$ cat config.mk
export PLATFORM = sky130hd
export DESIGN_NAME = mul_result_queue
export DESIGN_NICKNAME = d
export VERILOG_FILES = /design/src/rtl/mul_result_queue.sv
export SDC_FILE = /design/constraint.sdc
export NUM_CORES = 1
export LEC_CHECK = 0
export ABC_AREA = 1
export ABC_CLOCK_PERIOD_IN_PS = 6300
export CAP_MARGIN = 5
export CORE_MARGIN = 10
export CORE_UTILIZATION = 25
export DETAILED_ROUTE_END_ITERATION = 16
export GPL_ROUTABILITY_DRIVEN = 0
export SLEW_MARGIN = 20
export SYNTH_ARGS = -nofsm -noshare
export SYNTH_HDL_FRONTEND = slang
export SYNTH_SLANG_ARGS = --single-unit
$ cat constraint.sdc
create_clock -name clk -period 6.3 [get_ports clk]
set_input_delay 1.575 -clock clk [delete_from_list [all_inputs] [get_ports clk]]
set_output_delay 1.575 -clock clk [all_outputs]
set_load 0.01 [all_outputs]
$ cat src/rtl/mul_result_queue.sv
// Result stage behind the 64x64 signed multiplier.
// Formats LO/HI/SAT and buffers results for writeback.
module mul_result_queue #(
    parameter int DATA_W = 64,
    parameter int TAG_W  = 5,
    parameter int DEPTH  = 2
) (
    input  logic                clk,
    input  logic                rst_n,
    input  logic                in_valid,
    output logic                in_ready,
    input  logic [2*DATA_W-1:0] prod,
    input  logic                ovf,
    input  logic [1:0]          op,
    input  logic [TAG_W-1:0]    in_tag,
    output logic                out_valid,
    input  logic                out_ready,
    output logic [DATA_W-1:0]   out_data,
    output logic [TAG_W-1:0]    out_tag,
    output logic                out_ovf,
    output logic                ovf_sticky,
    input  logic                clr_sticky
);

    localparam int PTR_W = (DEPTH > 1) ? $clog2(DEPTH) : 1;
    localparam int CNT_W = PTR_W + 1;

    localparam logic [1:0] OP_HI  = 2'b01;
    localparam logic [1:0] OP_SAT = 2'b10;

    localparam logic [DATA_W-1:0] SAT_MAX = {1'b0, {(DATA_W-1){1'b1}}};
    localparam logic [DATA_W-1:0] SAT_MIN = {1'b1, {(DATA_W-1){1'b0}}};

    logic [DATA_W-1:0] mem_data [DEPTH];
    logic [TAG_W-1:0]  mem_tag  [DEPTH];
    logic              mem_ovf  [DEPTH];

    logic [PTR_W-1:0]  wr_ptr;
    logic [PTR_W-1:0]  rd_ptr;
    logic [CNT_W-1:0]  count;
    logic              live;
    logic [DATA_W-1:0] fmt_data;
    logic              push;
    logic              pop;

    // in_ready comes only from registered state; live holds it low in reset
    assign in_ready  = live && (count != CNT_W'(DEPTH));
    assign out_valid = (count != '0);
    assign push      = in_valid && in_ready;
    assign pop       = out_valid && out_ready;

    // Result formatting from the raw product; op=11 falls through to LO
    always_comb begin
        fmt_data = prod[DATA_W-1:0];
        case (op)
            OP_HI:  fmt_data = prod[2*DATA_W-1:DATA_W];
            OP_SAT: begin
                if (ovf)
                    fmt_data = prod[2*DATA_W-1] ? SAT_MIN : SAT_MAX;
            end
            default: fmt_data = prod[DATA_W-1:0];
        endcase
    end

    // Entry storage, written on push only; never reset
    always_ff @(posedge clk) begin
        if (push) begin
            mem_data[wr_ptr] <= fmt_data;
            mem_tag[wr_ptr]  <= in_tag;
            mem_ovf[wr_ptr]  <= ovf;
        end
    end

    // Pointers, occupancy and the post-reset ready flag
    always_ff @(posedge clk or negedge rst_n) begin
        if (!rst_n) begin
            wr_ptr <= '0;
            rd_ptr <= '0;
            count  <= '0;
            live   <= 1'b0;
        end else begin
            live <= 1'b1;
            if (push)
                wr_ptr <= wr_ptr + PTR_W'(1);
            if (pop)
                rd_ptr <= rd_ptr + PTR_W'(1);
            if (push && !pop)
                count <= count + CNT_W'(1);
            else if (pop && !push)
                count <= count - CNT_W'(1);
        end
    end

    // Sticky overflow: a new overflow beats a same-cycle clear
    always_ff @(posedge clk or negedge rst_n) begin
        if (!rst_n)
            ovf_sticky <= 1'b0;
        else if (push && ovf)
            ovf_sticky <= 1'b1;
        else if (clr_sticky)
            ovf_sticky <= 1'b0;
    end

    // Head entry drives the outputs; zeros when empty
    always_comb begin
        out_data = '0;
        out_tag  = '0;
        out_ovf  = 1'b0;
        if (out_valid) begin
            out_data = mem_data[rd_ptr];
            out_tag  = mem_tag[rd_ptr];
            out_ovf  = mem_ovf[rd_ptr];
        end
    end

endmodule
==> results of run 1 <==
## through the flow
| stage | setup slack [ps] | hold WS [ps] |
|---|---|---|
| finish | 1750 | 484 |
| global route | 1510 | 530 |
| CTS | 1630 | 486 |
| global placement | 2090 | 454 |
| floorplan | 1220 | 442 |
| detailed placement | 2100 | 471 |
## cell usage after synthesis
cell type                  instances  area (sq um)
sky130_fd_sc_hd__xor2_1            1          8.76
sky130_fd_sc_hd__nor2_1           65           244
sky130_fd_sc_hd__nand2_2           2          12.5
sky130_fd_sc_hd__buf_4             5          37.5
sky130_fd_sc_hd__edfxtp_1        140          4200
sky130_fd_sc_hd__inv_1            73           274
sky130_fd_sc_hd__o21ai_0           1          5.00
sky130_fd_sc_hd__nand3_1          65           325
sky130_fd_sc_hd__buf_6            15           169
sky130_fd_sc_hd__dfrtp_1           6           150
sky130_fd_sc_hd__a21oi_1         128           641
sky130_fd_sc_hd__nand4_1           2          12.5
sky130_fd_sc_hd__buf_2            39           195
sky130_fd_sc_hd__xnor2_1           1          8.76
sky130_fd_sc_hd__conb_1            1          3.75
sky130_fd_sc_hd__inv_4             1          6.26
sky130_fd_sc_hd__ha_1              3          37.5
sky130_fd_sc_hd__nand2_1         215           807
sky130_fd_sc_hd__clkbuf_1          2          7.51
sky130_fd_sc_hd__a21oi_2          71           622
sky130_fd_sc_hd__inv_2             4          15.0
## logic make-up after synthesis
group                      count (synthesis)  synth area share [%]
and+or+nand+nor                          349                  18.0
adders and majority gates                  3                 0.482
buffers and inverters                    139                  9.05
other                                      1                0.0482
DFF                                      146                  55.9
AOI/OAI and AO/OA                        200                  16.3
xor gates and xnor gates                   2                 0.225
## where the power goes
part           total (W)  leakage [nW]  internal [W]  switching, W
Clock           0.000990         0.268      0.000578      0.000412
Combinational    0.00184          2.34      0.000766       0.00107
Sequential       0.00127          1.36       0.00124     0.0000334
## area by class of cell
class | instances | area, sq um | share of cell area, %
diodes | 3 | 7.51 | 0.0702
clock buffers | 17 | 425 | 3.98
clock inverters | 14 | 140 | 1.31
inverters | 78 | 297 | 2.77
multi-input cells | 555 | 2740 | 25.6
flip-flops and latches | 146 | 4360 | 40.7
well taps | 396 | 495 | 4.63
repair buffers | 227 | 2240 | 20.9
## layer usage
metal	wire length [um]	vias up	GRT usage, %
met5	0	-	0
met4	278	0	3.82
met3	1540	12	3.46
met2	12900	215	22.1
met1	12200	3123	17.8
li1	-	3186	-
## layout by cell type, fill, tap and decap left out
cell and instances:
sky130_fd_sc_hd__nand2_1 215, sky130_fd_sc_hd__clkdlybuf4s50_1 213, sky130_fd_sc_hd__edfxtp_1 140, sky130_fd_sc_hd__a21oi_1 128, sky130_fd_sc_hd__inv_1 72, sky130_fd_sc_hd__a21oi_2 71
sky130_fd_sc_hd__nand3_1 65, sky130_fd_sc_hd__nor2_1 64, sky130_fd_sc_hd__clkbuf_16 17, sky130_fd_sc_hd__buf_4 14, sky130_fd_sc_hd__clkinv_2 5, sky130_fd_sc_hd__dfrtp_1 5
sky130_fd_sc_hd__inv_2 4, sky130_fd_sc_hd__clkinvlp_4 4, sky130_fd_sc_hd__diode_2 3, sky130_fd_sc_hd__nand2_2 2, sky130_fd_sc_hd__nand4_1 2, sky130_fd_sc_hd__ha_2 2
sky130_fd_sc_hd__bufinv_16 2, sky130_fd_sc_hd__clkinv_4 2, sky130_fd_sc_hd__inv_4 1, sky130_fd_sc_hd__nor2_4 1, sky130_fd_sc_hd__xnor2_1 1, sky130_fd_sc_hd__xor2_1 1
sky130_fd_sc_hd__o21ai_0 1, sky130_fd_sc_hd__ha_1 1, sky130_fd_sc_hd__clkinv_1 1, sky130_fd_sc_hd__inv_6 1, sky130_fd_sc_hd__conb_1 1, sky130_fd_sc_hd__dfrtp_2 1
## registers in the layout (all words and copies together) (netlist names)
register	flops
mem_data	128
mem_tag	10
count	2
mem_ovf	2
live	1
ovf_sticky	1
rd_ptr	1
wr_ptr	1
## how the worst max path moves through the flow
| stage | start | end |
|---|---|---|
| global route | rd_ptr | out_data[32] |
| CTS | rd_ptr | out_data[32] |
| finish | rd_ptr | out_data[32] |
| floorplan | in_valid | mem_data[1][0] |
| detailed placement | op[0] | mem_data[0][54] |
| global placement | rd_ptr | out_data[32] |
## critical path: cells and delay by family (launching register included)
family	cells	cell delay [ps]
buf+inv	3	1730
flops	1	410
compound gates	1	250
simple gates	1	120
==> parameters.txt, run 1 <==
Parameter                              Value

Clocking
  Number of gates resized after CTS    0
  CTS hold repair buffers    0
  Clock tree from TritonCTS    done
  Clock latency on the worst-skew pair    ~420 ps
  Total number of clock tree sinks    about 150
  Number of post-CTS setup repair buffers    0
  Number of buffers created by CTS    17
  Deepest level of the CTS H-tree    4
  Clock edge transition at the registers on the reported setup and hold paths    roughly 60 ps
  Clock tree root buffer cell    sky130_fd_sc_hd__clkbuf_16
  CTS Buffer Depth    2

Cells and area
  Ratio of cells with drive above 1 in the final layout    roughly an eighth
  Share of the core filled with cells in the final layout    a little over a third
  Filler cell count    roughly 3k
  Final non-filler cell area    approximately 11000 sq um
  Fin nets    roughly 1.2k
  Non-filler instance count after layout    about 1.4k
  Area grow syn2layout    37.4%

Timing
  Final Hold Fails    0
  Worst setup skew after layout    slightly above 9 ps
  Count of pins over their slew limit    0
  Max-slew headroom    28.5%
  Period utilization    just over 70%
  Achievable Freq    between 0.2 and 0.25 GHz
  Total negative slack    0 ps
  Unrepaired setup endpoints after global routing    false
  Number of setup violations in the final report    0
  Final critical-path required period    ~4500 ps
  Worst Max-Slew Pin Slew    between 1000 and 1500 ps

Floorplan
  I/O pin total    214
  Initial core utilization    between 20% and 30%
  Die X    between 150 and 200 um
  Die Span Y    196 um
  Die Area    approximately 39000 sq um
  CORE AREA    between 30000 and 40000 sq um
  # rows    64

Place
  Input/output buffers    ~210
  DP Area    roughly 10000 sq um
  Sum of net half-perimeters after detailed placement    between 15000 and 20000 um
  # placed instances    1402

Route
  Routed via count divided by cell count    4.55
  Pre-Repair DR Iteration Count    4
  Antenna Violating Nets Remaining    0
  Number of remaining DRC errors    0
  Post-Route WL    26900 um
  Number of DRC markers after the initial detailed-route iteration    between 300 and 400
  Average wire per standard cell    between 15 and 20 um
  Vias after detailed routing    6536

Worst setup path
  R2R Setup Slk    roughly 4000 ps
  Number of cells on the worst reg-to-reg path    5
  Launching point of the worst reg2reg path    count[0]
  Setup crit end kind    output pin
  Largest fanout on the critical path    37
  Worst EP required    around 4700 ps
  CP cell instances    inv_2 -> buf_4 -> nand2_1 -> a21oi_2 -> clkdlybuf4s50_1
  Classification of the worst setup path    flop to output pin
  Reg-to-reg critical path endpoint    mem_data[0][21]
  Highest cell delay on the worst timing path    600 ps
  Arrival @ worst endpoint    just under 3000 ps
  Startpoint types    flop
  Critical-path cell with the highest stage delay    sky130_fd_sc_hd__inv_2

Power and ir drop
  PwrDens    about 380 nW/um^2
  Overall power    ~0.004 W
  Max IR drop VDD    0.202 mV
  Leakage power of the design    around 4 nW

Logic synthesis
  Avg Cell Area, Syn    a little over 9 sq um
  Number of warnings reported in the yosys synthesis log    0
  Distinct cells, synth    21
  Synthesized instance count    840
  Syn Nets    984
  Synth Cell Area    just under 8000 sq um
  Flip-flop and latch count after synthesis    between 100 and 150
  Sequential element share of the synthesized area    between 50% and 60%

Global routing
  Total gr overflow    0
  Total routing usage reported by global routing    13.7%
  Largest net degree at the start of global routing    slightly above 70
  Global-route wire length before repair    40600 um
  Number of global-route vias before repair    ~6.6k
  Antenna violations before repair    2

Status
  Outcome    completed

Worst hold path
  Min-Delay Path Class    flop to flop
  Startpoint of the lowest-slack hold path    wr_ptr
  Endpoint with the worst hold slack    wr_ptr
  WHS Path Cells    2

Run
  Max cap viols    0
No activity file was read; power rests on OpenSTA's default activity.
==> run 2, diff against run 1 <==
--- a/config.mk
+++ b/config.mk
@@ -6,7 +6,7 @@
 export NUM_CORES = 1
 export LEC_CHECK = 0
 export ABC_AREA = 1
-export ABC_CLOCK_PERIOD_IN_PS = 6300
+export ABC_CLOCK_PERIOD_IN_PS = 4200
 export CAP_MARGIN = 5
 export CORE_MARGIN = 10
 export CORE_UTILIZATION = 25
==> constraint.sdc (replaced) <==
create_clock -name clk -period 4.2 [get_ports clk]
set_input_delay 1.05 -clock clk [delete_from_list [all_inputs] [get_ports clk]]
set_output_delay 1.05 -clock clk [all_outputs]
set_load 0.01 [all_outputs]
==> run 2 against run 1 <==
  * Total power grew 52%
  * Clock skew grew 1.5 ps
  * Register-to-register slack worse by 1600 ps
  * Clock power grew 58%
  * Via count rose by 1.4%
  * Worst setup slack worse by 980 ps
  * Sequential share of layout area is 0.47 points lower
  * Wire length shrank 2.6%
  * Hold slack lost 8.0 ps
  * Final area increased by 1.2%
  * First-iteration DRC count increased by 19%
  * Sequential power is 51% higher
  * Critical endpoint is now out_data[53]
==> parameters.txt, run 2 (synthesized netlist as in run 1, its figures left out) <==
Parameter                              Value

Worst setup path
  Startpoint types    flop (unchanged)
  Number of cells on the worst reg-to-reg path    5 (unchanged)
  R2R Setup Slk    2410 ps (was 3980 ps)
  Worst EP required    3150 ps (was 4720 ps)
  CP cell instances    inv_1 -> nand2_2 -> inv_4 -> buf_4 -> a21oi_2 -> clkdlybuf4s50_1 (was inv_2 -> buf_4 -> nand2_1 -> a21oi_2 -> clkdlybuf4s50_1)
  Classification of the worst setup path    flop to output pin (unchanged)
  Launching point of the worst reg2reg path    count[0] (unchanged)
  Setup crit end kind    output pin (unchanged)
  Highest cell delay on the worst timing path    570 ps (was 600 ps)
  Largest fanout on the critical path    17 (was 37)
  Reg-to-reg critical path endpoint    mem_data[1][24] (was mem_data[0][21])
  Critical-path cell with the highest stage delay    sky130_fd_sc_hd__clkdlybuf4s50_1 (was sky130_fd_sc_hd__inv_2)
  Arrival @ worst endpoint    2370 ps (was 2970 ps)

Clocking
  Number of post-CTS setup repair buffers    0 (unchanged)
  Number of gates resized after CTS    0 (unchanged)
  CTS Buffer Depth    2 (unchanged)
  Clock latency on the worst-skew pair    430 ps (was 420 ps)
  Clock edge transition at the registers on the reported setup and hold paths    60 ps (about the same)
  CTS hold repair buffers    0 (unchanged)
  Clock tree root buffer cell    sky130_fd_sc_hd__clkbuf_16 (unchanged)
  Clock tree from TritonCTS    done (unchanged)
  Deepest level of the CTS H-tree    4 (unchanged)
  Total number of clock tree sinks    146 (unchanged)
  Number of buffers created by CTS    17 (unchanged)

Floorplan
  I/O pin total    214 (unchanged)
  CORE AREA    30700 sq um (unchanged)
  Die X    196 um (unchanged)
  Die Span Y    196 um (unchanged)
  # rows    64 (unchanged)
  Die Area    38600 sq um (unchanged)
  Initial core utilization    25.4% (unchanged)

Status
  Outcome    completed (unchanged)

Cells and area
  Most common cell after layout, fill and taps aside    sky130_fd_sc_hd__nand2_1 (unchanged)
  Largest reg by FF count    mem_data (unchanged)
  Area grow syn2layout    39.0% (was 37.4%)
  Leading registers by flop count    mem_data x128, mem_tag x10 (unchanged)
  Non-filler instance count after layout    1438 (was 1436)
  Number of flip-flops under the largest register name    128 (unchanged)
  Highest-count cells in the layout ignoring fill and taps    sky130_fd_sc_hd__nand2_1 (215), sky130_fd_sc_hd__clkdlybuf4s50_1 (213), sky130_fd_sc_hd__edfxtp_1 (140) (unchanged)
  Fin nets    1172 (was 1169)
  Filler cell count    3024 (was 3050)
  Ratio of cells with drive above 1 in the final layout    12.6% (was 12.2%)

Place
  # placed instances    1405 (was 1402)
  Sum of net half-perimeters after detailed placement    17500 um (was 17700 um)
  Worst setup slack before clock tree synthesis    1060 ps (was 2100 ps)
  Input/output buffers    213 (unchanged)

Route
  Number of remaining DRC errors    0 (unchanged)
  Number of DRC markers after the initial detailed-route iteration    439 (was 368)
  Average wire per standard cell    18.2 um (was 18.7 um)
  Pre-Repair DR Iteration Count    4 (unchanged)
  Routed via count divided by cell count    4.61 (was 4.55)
  Vias after detailed routing    6625 (was 6536)
  Post-Route WL    26200 um (was 26900 um)
  Antenna Violating Nets Remaining    0 (unchanged)

Timing
  Least setup slack across all paths after layout    777 ps (was 1750 ps)
  Number of setup violations in the final report    0 (unchanged)
  Achievable Freq    about 0.29 GHz
  Worst Max-Slew Pin Slew    598 ps (was 1070 ps)
  Unrepaired setup endpoints after global routing    false (unchanged)
  Count of pins over their slew limit    0 (unchanged)
  Worst setup skew after layout    10.8 ps (was 9.26 ps)
  Period utilization    81.5%
  Max-slew headroom    60.0% (was 28.5%)
  Final critical-path required period    about 3400 ps
  Total negative slack    0 ps (unchanged)
  Final Hold Fails    0 (unchanged)

Power and ir drop
  Leakage power of the design    4.02 nW (was 3.96 nW)
  PwrDens    578 nW/um^2 (was 383 nW/um^2)
  Max IR drop VDD    0.307 mV (was 0.202 mV)

Worst hold path
  Min-Delay Path Class    flop to flop (unchanged)
  Startpoint of the lowest-slack hold path    wr_ptr (unchanged)
  Endpoint with the worst hold slack    wr_ptr (unchanged)
  WHS Path Cells    2 (unchanged)

Run
  Max cap viols    0 (unchanged)

Global routing
  Number of global-route vias before repair    6689 (was 6567)
  Global-route wire length before repair    40000 um (was 40600 um)
  Total gr overflow    0 (unchanged)
  Largest net degree at the start of global routing    72 (was 71)
  Total routing usage reported by global routing    13.3% (was 13.7%)
  Antenna violations before repair    1 (was 2)
[run 2: cell count changes in the layout (fill, tap and decap cells not counted), sizes merged]
cell      before  now
inv           78   85
clkinv         8    4
buf           14   17
clkinvlp       4    2
diode          3    1
[run 2: report_power, final]
group          switching, W  total [W]  internal (W)  leakage, nW
Sequential        0.0000648    0.00192       0.00185         1.36
Clock              0.000662    0.00156      0.000895        0.287
Combinational       0.00158    0.00278       0.00120         2.38
Total               0.00231    0.00625       0.00395         4.02
[run 2: worst max-delay path by stage]
| stage | to | from | slack, ps | depth (start not counted) |
|---|---|---|---|---|
| finish | out_data[53] | count[0] | 780 | 6 |
| global route | out_data[53] | count[0] | 620 | 6 |
| CTS | out_data[53] | count[0] | 720 | 6 |
| detailed placement | mem_data[1][32] | op[0] | 1060 | 7 |
| global placement | mem_data[0][0] | op[0] | 1100 | 7 |
| floorplan | mem_data[1][0] | in_valid | 810 | 2 |
[run 2: stage by stage]
| stage | util (%) | hold WS (ps) | instance area (sq um) | power, W |
|---|---|---|---|---|
| 6_report | 35.3 | 476 | 10800 | 0.00625 |
| 5_1_grt | 35.3 | 486 | 10800 | 0.00662 |
| 4_1_cts | 35.3 | 475 | 10800 | 0.00636 |
| 3_5_place_dp | 33.3 | 459 | 10200 | 0.00478 |
| 3_3_place_gp | 33.3 | 454 | 10200 | 0.00475 |
| 2_1_floorplan | - | 442 | 7790 | 0.00343 |
[run 2: area by class of cell]
cell class | count | area, sq um | share of cell area, %
Timing Repair Buffer | 230 | 2330 | 21.6
Tap cell | 396 | 495 | 4.58
Clock buffer | 17 | 425 | 3.93
Antenna cell | 1 | 2.50 | 0.0231
Inverter | 78 | 297 | 2.74
Sequential cell | 146 | 4360 | 40.2
Clock inverter | 15 | 171 | 1.58
Multi-Input combinational cell | 555 | 2740 | 25.3
[run 2: worst max-delay path, delay by kind of cell (launching register included)]
kind                   cells  cell delay (ps)
AOI/OAI and AO/OA          1               60
buffers and inverters      4             1360
and+or+nand+nor            1              110
DFF                        1              410
[run 2: per-layer routing]
metal,GRT usage [%],vias up,share of wire [%]
li1,-,3193,-
met1,17.0,3221,45
met3,2.92,18,5.0
met2,21.9,193,48
met4,4.10,0,1.6
met5,0,-,0
==> run 3, diff against run 2 <==
--- a/config.mk
+++ b/config.mk
@@ -6,7 +6,7 @@
 export NUM_CORES = 1
 export LEC_CHECK = 0
 export ABC_AREA = 1
-export ABC_CLOCK_PERIOD_IN_PS = 4200
+export ABC_CLOCK_PERIOD_IN_PS = 3100
 export CAP_MARGIN = 5
 export CORE_MARGIN = 10
 export CORE_UTILIZATION = 25
==> constraint.sdc (replaced) <==
create_clock -name clk -period 3.1 [get_ports clk]
set_input_delay 0.775 -clock clk [delete_from_list [all_inputs] [get_ports clk]]
set_output_delay 0.775 -clock clk [all_outputs]
set_load 0.01 [all_outputs]
==> run 3 against run 2 <==
  * Final area rose by 0.64%
  * Combinational power grew 38%
  * First-iteration DRC count is 24% lower
  * Clock power rose by 28%
  * Cell count rose by 0.70%
==> parameters.txt, run 3 (synthesized netlist as in run 1, its figures left out) <==
Parameter                              Value

Cells and area
  Area grow syn2layout    39.9% (was 39.0%)
  Highest-count cells in the layout ignoring fill and taps    sky130_fd_sc_hd__nand2_1 (215), sky130_fd_sc_hd__clkdlybuf4s50_1 (212), sky130_fd_sc_hd__edfxtp_1 (140) (was sky130_fd_sc_hd__nand2_1 (215), sky130_fd_sc_hd__clkdlybuf4s50_1 (213), sky130_fd_sc_hd__edfxtp_1 (140))
  Number of flip-flops under the largest register name    128 (unchanged)
  Filler cell count    3101 (was 3024)
  Leading registers by flop count    mem_data x128, mem_tag x10 (unchanged)
  Ratio of cells with drive above 1 in the final layout    13.4% (was 12.6%)
  Most common cell after layout, fill and taps aside    sky130_fd_sc_hd__nand2_1 (unchanged)
  Share of the core filled with cells in the final layout    35.5% (was 35.3%)
  Largest reg by FF count    mem_data (unchanged)
  Fin nets    1180 (was 1172)
  Non-filler instance count after layout    1448 (was 1438)

Timing
  Max-slew headroom    65.6% (was 60.0%)
  Count of pins over their slew limit    0 (unchanged)
  Final Hold Fails    0 (unchanged)
  Unrepaired setup endpoints after global routing    true (was false)
  Final critical-path required period    between 2000 and 3000 ps
  Number of setup violations in the final report    0 (unchanged)
  Worst setup skew after layout    14.5 ps (was 10.8 ps)
  Worst Max-Slew Pin Slew    515 ps (was 598 ps)
  Achievable Freq    between 0.3 and 0.4 GHz
  Period utilization    a little over nine tenths

Power and ir drop
  Leakage power of the design    4.06 nW (was 4.02 nW)
  PwrDens    774 nW/um^2 (was 578 nW/um^2)
  Max IR drop VDD    0.362 mV (was 0.307 mV)

Floorplan
  Die Span Y    196 um (unchanged)
  Die X    196 um (unchanged)
  I/O pin total    214 (unchanged)
  Die Area    38600 sq um (unchanged)
  # rows    64 (unchanged)
  CORE AREA    30700 sq um (unchanged)
  Initial core utilization    25.4% (unchanged)

Clocking
  Number of post-CTS setup repair buffers    0 (unchanged)
  Clock tree from TritonCTS    done (unchanged)
  Number of gates resized after CTS    0 (unchanged)
  CTS hold repair buffers    0 (unchanged)
  Clock edge transition at the registers on the reported setup and hold paths    60 ps (about the same)
  Clock latency on the worst-skew pair    430 ps (about the same)
  CTS Buffer Depth    2 (unchanged)
  Clock tree root buffer cell    sky130_fd_sc_hd__clkbuf_16 (unchanged)
  Deepest level of the CTS H-tree    4 (unchanged)
  Number of buffers created by CTS    17 (unchanged)
  Total number of clock tree sinks    146 (unchanged)

Route
  Antenna Violating Nets Remaining    0 (unchanged)
  Average wire per standard cell    18.1 um (was 18.2 um)
  Number of remaining DRC errors    0 (unchanged)
  Pre-Repair DR Iteration Count    5 (was 4)
  Vias after detailed routing    6624 (was 6625)
  Number of DRC markers after the initial detailed-route iteration    332 (was 439)
  Post-Route WL    26200 um (about the same)
  Routed via count divided by cell count    4.57 (was 4.61)

Worst setup path
  Arrival @ worst endpoint    2210 ps (was 2370 ps)
  Largest fanout on the critical path    14 (was 17)
  Setup crit end kind    output pin (unchanged)
  Classification of the worst setup path    flop to output pin (unchanged)
  CP cell instances    inv_1 -> nand2_2 -> inv_4 -> buf_4 -> a21oi_2 -> clkdlybuf4s50_1 (unchanged)
  Critical-path cell with the highest stage delay    sky130_fd_sc_hd__clkdlybuf4s50_1 (unchanged)
  Worst EP required    2320 ps (was 3150 ps)
  R2R Setup Slk    1370 ps (was 2410 ps)
  Startpoint types    flop (unchanged)
  Highest cell delay on the worst timing path    530 ps (was 570 ps)

Global routing
  Total routing usage reported by global routing    13.1% (was 13.3%)
  Antenna violations before repair    3 (was 1)
  Global-route wire length before repair    39100 um (was 40000 um)
  Number of global-route vias before repair    6545 (was 6689)
  Largest net degree at the start of global routing    71 (was 72)
  Total gr overflow    0 (unchanged)

Place
  Input/output buffers    213 (unchanged)
  Sum of net half-perimeters after detailed placement    17800 um (was 17500 um)
  # placed instances    1413 (was 1405)

Status
  Outcome    completed (unchanged)

Run
  Max cap viols    0 (unchanged)

Worst hold path
  Min-Delay Path Class    flop to flop (unchanged)
==> run 3: changes by cell type in the layout (fill, tap and decap cells not counted), moves of 2 or more <==
cell,previous run,this run
sky130_fd_sc_hd__buf_4,11,17
sky130_fd_sc_hd__buf_12,6,9
sky130_fd_sc_hd__bufinv_16,2,0
sky130_fd_sc_hd__diode_2,1,3
==> run 3: final timing paths <==
path | endpoint | from | cells after the start
max | out_data[32] | count[0] | 6
min | wr_ptr | wr_ptr | 2
max reg2reg | mem_data[1][19] | count[0] | 5
min reg2reg | wr_ptr | wr_ptr | 2
max in group asynchronous | rd_ptr | rst_n | 1
min in group asynchronous | ovf_sticky | rst_n | 1
==> run 3: through the flow <==
step / cell area [sq um] / total power, W / worst slack [ps] / TNS (ps) / hold slack, ps
global placement: 10300 / 0.00652 / 421 / 0 / 460
finish: 10900 / 0.00842 / 112 / 0 / 499
global route: 10900 / 0.00891 / -2.65 / -7.03 / 529
floorplan: 7790 / 0.00465 / 438 / 0 / 442
detailed placement: 10300 / 0.00655 / 381 / 0 / 488
CTS: 10900 / 0.00857 / 54.8 / 0 / 507
==> run 3: per-layer routing <==
metal	vias up	track usage, %	wire, um
li1	3216	-	-
met1	3151	16.7	11500
met2	234	21.2	12500
met3	23	3.29	1810
met4	0	4.52	433
met5	-	0	0
==> run 3: layout make-up <==
cell class | count | area, sq um | share of cell area [%]
well taps | 396 | 495 | 4.55
diodes | 3 | 7.51 | 0.0689
clock inverters | 15 | 140 | 1.29
repair buffers | 238 | 2430 | 22.3
multi-input cells | 555 | 2740 | 25.2
clock buffers | 17 | 425 | 3.91
inverters | 78 | 297 | 2.72
flip-flops and latches | 146 | 4360 | 40.0
==> run 3: worst max-delay path: cells and delay by family, from the launching register on <==
kind | cells | cell delay [ps]
AND/OR/NAND/NOR | 1 | 100
buffers and inverters | 4 | 1190
flip-flops | 1 | 410
AO/OA/AOI/OAI | 1 | 70
==> run 3: where the power goes <==
group | total (W) | leakage (nW) | internal [W] | switching, W
combinational | 0.00384 | 2.43 | 0.00168 | 0.00216
sequential | 0.00259 | 1.36 | 0.00251 | 0.0000800
clock | 0.00199 | 0.274 | 0.00106 | 0.000929
